[src/rtl/crt_clk_div_gen.sv]
// CRT clock divider: crt_clk = pix_clk / (ratio+1), ratio loaded by req/ack.
// Ports: pix_clk, hb_resetn | div_ratio, div_req -> div_ack, div_busy,
//   active_ratio, crt_clk, crt_phase.
// Option: define CRT_DIV_HALF_DUTY_EN for ~50% duty crt_clk.
module crt_clk_div_gen #(
  parameter int DIV_W       = 4,
  parameter int RESET_RATIO = 0
) (
  input  logic             pix_clk,
  input  logic             hb_resetn,
  input  logic [DIV_W-1:0] div_ratio,
  input  logic             div_req,
  output logic             div_ack,
  output logic             div_busy,
  output logic [DIV_W-1:0] active_ratio,
  output logic             crt_clk,
  output logic [DIV_W-1:0] crt_phase
);

  localparam logic [DIV_W-1:0] RST_R =
    RESET_RATIO[DIV_W-1:0];

  logic [DIV_W-1:0] cnt;
  logic [DIV_W-1:0] pend_ratio;
  logic             tc;
  logic             apply;
  logic             clk_nxt;

  assign tc        = (cnt == active_ratio);
  // A live request always beats the apply.
  assign apply     = div_busy && !div_req && tc;
  assign crt_phase = cnt;

`ifdef CRT_DIV_HALF_DUTY_EN
  logic [DIV_W:0] half;
  // ceil((ratio+1)/2) == (ratio+2)>>1
  assign half    = ({1'b0, active_ratio} + (DIV_W+1)'(2)) >> 1;
  assign clk_nxt = ({1'b0, cnt} < half);
`else
  assign clk_nxt = (cnt == '0);
`endif

  always_ff @(posedge pix_clk or negedge hb_resetn) begin
    if (!hb_resetn) begin
      cnt          <= '0;
      active_ratio <= RST_R;
      pend_ratio   <= '0;
      div_busy     <= 1'b0;
      div_ack      <= 1'b0;
      crt_clk      <= 1'b1;
    end else begin
      crt_clk <= clk_nxt;
      div_ack <= apply;
      if (div_req) begin
        pend_ratio <= div_ratio;
        div_busy   <= 1'b1;
      end
      if (apply) begin
        active_ratio <= pend_ratio;
        cnt          <= '0;
        div_busy     <= 1'b0;
      end else if (tc) begin
        cnt <= '0;
      end else begin
        cnt <= cnt + DIV_W'(1);
      end
    end
  end

endmodule

[config.mk]
export PLATFORM = sky130hd
export DESIGN_NAME = crt_clk_div_gen
export DESIGN_NICKNAME = d
export VERILOG_FILES = /design/src/rtl/crt_clk_div_gen.sv
export SDC_FILE = /design/constraint.sdc
export NUM_CORES = 1
export LEC_CHECK = 0
export BUFFER_PORTS_ARGS = -buffer_cell sky130_fd_sc_hd__buf_2
export CORE_MARGIN = 3
export CORE_UTILIZATION = 37
export CTS_BUF_LIST = sky130_fd_sc_hd__clkbuf_4
export DETAILED_ROUTE_END_ITERATION = 8
export GPL_TIMING_DRIVEN = 0
export HOLD_SLACK_MARGIN = 0.1
export PLACE_DENSITY = 0.61
export SYNTH_ARGS = -nofsm -noshare
export SYNTH_HDL_FRONTEND = slang
export SYNTH_SLANG_ARGS = --single-unit
[constraint.sdc]
create_clock -name pix_clk -period 1.6 [get_ports pix_clk]
set_input_delay 0.08 -clock pix_clk [delete_from_list [all_inputs] [get_ports pix_clk]]
set_output_delay 0.08 -clock pix_clk [all_outputs]
set_load 0.02 [all_outputs]
==> flow_metrics.py <==
metrics = {
    "power": {
        "vdd_ir_drop_max_v": 0.00145,
        "leakage_nw": 0.457,
        "powerDensity_nw_per_um2": 2050,
    },
    "clock_tree": {
        "clockBufferDepth": 2,
        "clock_latency_ns": 0.28,
        "cts-root-buf": "clkbuf_4",
        "cts.clk_slew.worst_paths_ns": 0.08,
        "cts_tree": "built",
        "cts.sinks": 15,
        "h-tree-depth": 1,
        "cts_made_buffers": 3,
    },
    "sta": {
        "setup_slack_ns": -0.0995,
        "hold_viol_final": 0,
        "worst_slew_pin_slew_ns": 0.373,
        "fmax_ghz": 0.588,
        "final.setup.tns_ns": -0.391,
        "drv_slew": 0,
        "fin_crit_ns": 1.70,
        "fin_crit_sh_pct": 106,
        "relSlewSlack_pct": 75.1,
        "fin_worst_skew_ns": 0.00256,
        "rsz0062_at_grt": "true",
        "setup_violations": 4,
    },
    "yosys": {
        "synth_seq_cells": 15,
        "synthTopCellsByCount": "dfrtp_1, mux2_2, xor2_1, inv_1, nor2_1",
        "synth.area.top_cells": "dfrtp_1, mux2_2, xor2_1, dfstp_2, ha_1",
        "yosys_warnings": 0,
        "synth_area_leader_cell": "dfrtp_1",
        "ys_types": 15,
        "syn_avg_cell_area_sq_um": 14.5,
        "synthArstFlopShare_pct": 100,
        "synth_flop_cell": "dfrtp_1",
        "yosysSeqAreaShare_pct": 58.9,
        "syn_inst": 44,
        "synth_edf_count": 0,
        "syn_nets": 53,
        "yosysMostFrequentCell": "dfrtp_1",
        "synth_area_sq_um": 639,
        "synth_top_area_share_pct": 54.8,
    },
    "run": {
        "cap_violations": 0,
    },
    "global_routing": {
        "grt_pass1_wl_um": 1980,
        "grt.total_usage_pct": 12.8,
        "grt_remaining_overflow": 0,
        "grt_antenna_before_repair": 0,
        "grt_pass1_vias": 476,
        "grt_max_degree": 16,
    },
    "floorplan": {
        "dieWidth_um": 47.6,
        "rows": 14,
        "dieArea_sq_um": 2260,
        "start_util_pct": 41.0,
        "boundaryPins": 18,
        "die_h_um": 47.6,
        "core_area_sq_um": 1560,
    },
    "placement": {
        "dp_hpwl_um": 789,
        "portBuffers": 16,
        "gp_congestion": 0.697,
        "dpl_worst_slack_ns": -0.302,
    },
    "routing": {
        "vias": 445,
        "drt_first_pass_iters": 3,
        "detail_route.iter0.violations": 7,
        "routed_wl_um": 1190,
        "routedWlPerCell_um": 12.7,
        "drtAntennaViolNets": 0,
        "drt-vias-per-instance": 4.73,
        "route.detailed.drc": 0,
    },
    "final_layout": {
        "n_fill_cell": 129,
        "n_antenna_cell": 0,
        "final_nets": 88,
        "area_growth_pct": 43.6,
        "drive_gt1_share_pct": 59.0,
    },
    "worst_setup_path": {
        "worstPathArrival_ns": 1.87,
        "path_class": "flop to flop",
        "path_max_fanout": 2,
        "cp.required_ns": 1.77,
        "end_kind": "flop",
        "startpoint_type": "flop",
    },
    "run_status": {
        "violations": "setup timing",
        "outcome": "complete, but fails checks",
    },
    "worst_hold_path": {
        "hold_class": "input pin to flop",
    },
}
critical path: stages, from the launching register on:
cell     delay, ns
dfrtp_1       0.42
xor2_2        0.20
nor4_4        0.29
nor3b_4       0.25
buf_4         0.15
mux2_4        0.29
layout by cell type (no fill, tap or decap):
cell type and n:
o21bai_1 1, xnor2_1 1, ha_1 2, and2b_2 1, dfstp_2 1, dlygate4sd3_1 5, buf_6 1, xor2_2 1
nor3b_4 1, mux2_2 4, inv_1 3, nand3_1 1, clkbuf_1 1, xor2_1 4, buf_2 16, buf_4 8
dfrtp_1 10, dfrtp_2 4, nor3b_1 1, nor4_4 1, mux2_4 4, clkbuf_4 4, nor2_1 3
metrics by stage:
| step | instances | hold slack, ns | total power, mW | util [%] | instance area [sq um] |
|---|---|---|---|---|---|
| floorplan | 44 | -0.216 | 1.22 | - | 643 |
| global placement | 76 | 0.000835 | 1.42 | 47.7 | 743 |
| detailed placement | 76 | -0.000737 | 1.44 | 47.7 | 743 |
| CTS | 91 | 0.231 | 1.85 | 57.5 | 896 |
| global route | 94 | 0.245 | 2.02 | 58.9 | 918 |
| finish | 94 | 0.233 | 1.88 | 58.9 | 918 |
report_power, final:
group	switching [mW]	internal (mW)	total, mW
clock	0.114	0.114	0.227
combinational	0.506	0.493	0.999
sequential	0.114	0.541	0.655
routing by layer:
| layer | share of wire (%) | global-route usage, % |
|---|---|---|
| met3 | 4.5 | 5.64 |
| met2 | 47 | 21.7 |
| met1 | 47 | 14.9 |
| met5 | 0 | 0 |
| met4 | 0.84 | 3.23 |
what timing repair did:
action	in CTS	in global routing
gates resized for setup	7	0
gates cloned	0	0
setup buffers	6	3
pin swaps	2	1
hold endpoints to repair	19	0
hold buffers	5	0
endpoints found under the setup margin	4	4
final cells by class:
| class | count | area, sq um | area share [%] |
|---|---|---|---|
| buffer | 1 | 3.75 | 0.409 |
| clock buffer | 4 | 30.0 | 3.27 |
| multi-input combinational | 25 | 270 | 29.4 |
| sequential | 15 | 382 | 41.6 |
| inverter | 3 | 11.3 | 1.23 |
| timing repair buffer | 30 | 201 | 21.9 |
| tap | 16 | 20.0 | 2.18 |
flip-flops by register name, summed over array words and instances (netlist names):
name	flops
active_ratio	4
crt_phase	4
pend_ratio	4
crt_clk	1
div_ack	1
div_busy	1
cell families after synthesis:
| family | after synthesis | share of synthesized area (%) |
|---|---|---|
| compound gates | 1 | 1.17 |
| xor+xnor | 6 | 8.22 |
| fa+ha+maj | 2 | 3.91 |
| buf+inv | 4 | 2.35 |
| flops | 15 | 58.9 |
| mux | 8 | 14.1 |
| simple gates | 8 | 11.4 |
final timing paths:
path,startpoint,endpoint,slack [ns],cells after the start
hold / removal,div_req,div_busy$_DFFE_PN0P_,0.23,2
setup / recovery,active_ratio[0]$_DFFE_PN0P_,active_ratio[0]$_DFFE_PN0P_,-0.1,5
min in group asynchronous,hb_resetn,crt_phase[1]$_DFF_PN0_,0.24,2
max in group asynchronous,hb_resetn,crt_clk$_DFF_PN1_,1.07,2
setup reg to reg,active_ratio[0]$_DFFE_PN0P_,active_ratio[0]$_DFFE_PN0P_,-0.1,5
hold reg to reg,crt_phase[3]$_DFF_PN0_,crt_clk$_DFF_PN1_,0.50,1
Power figures use the tool's default switching activity.
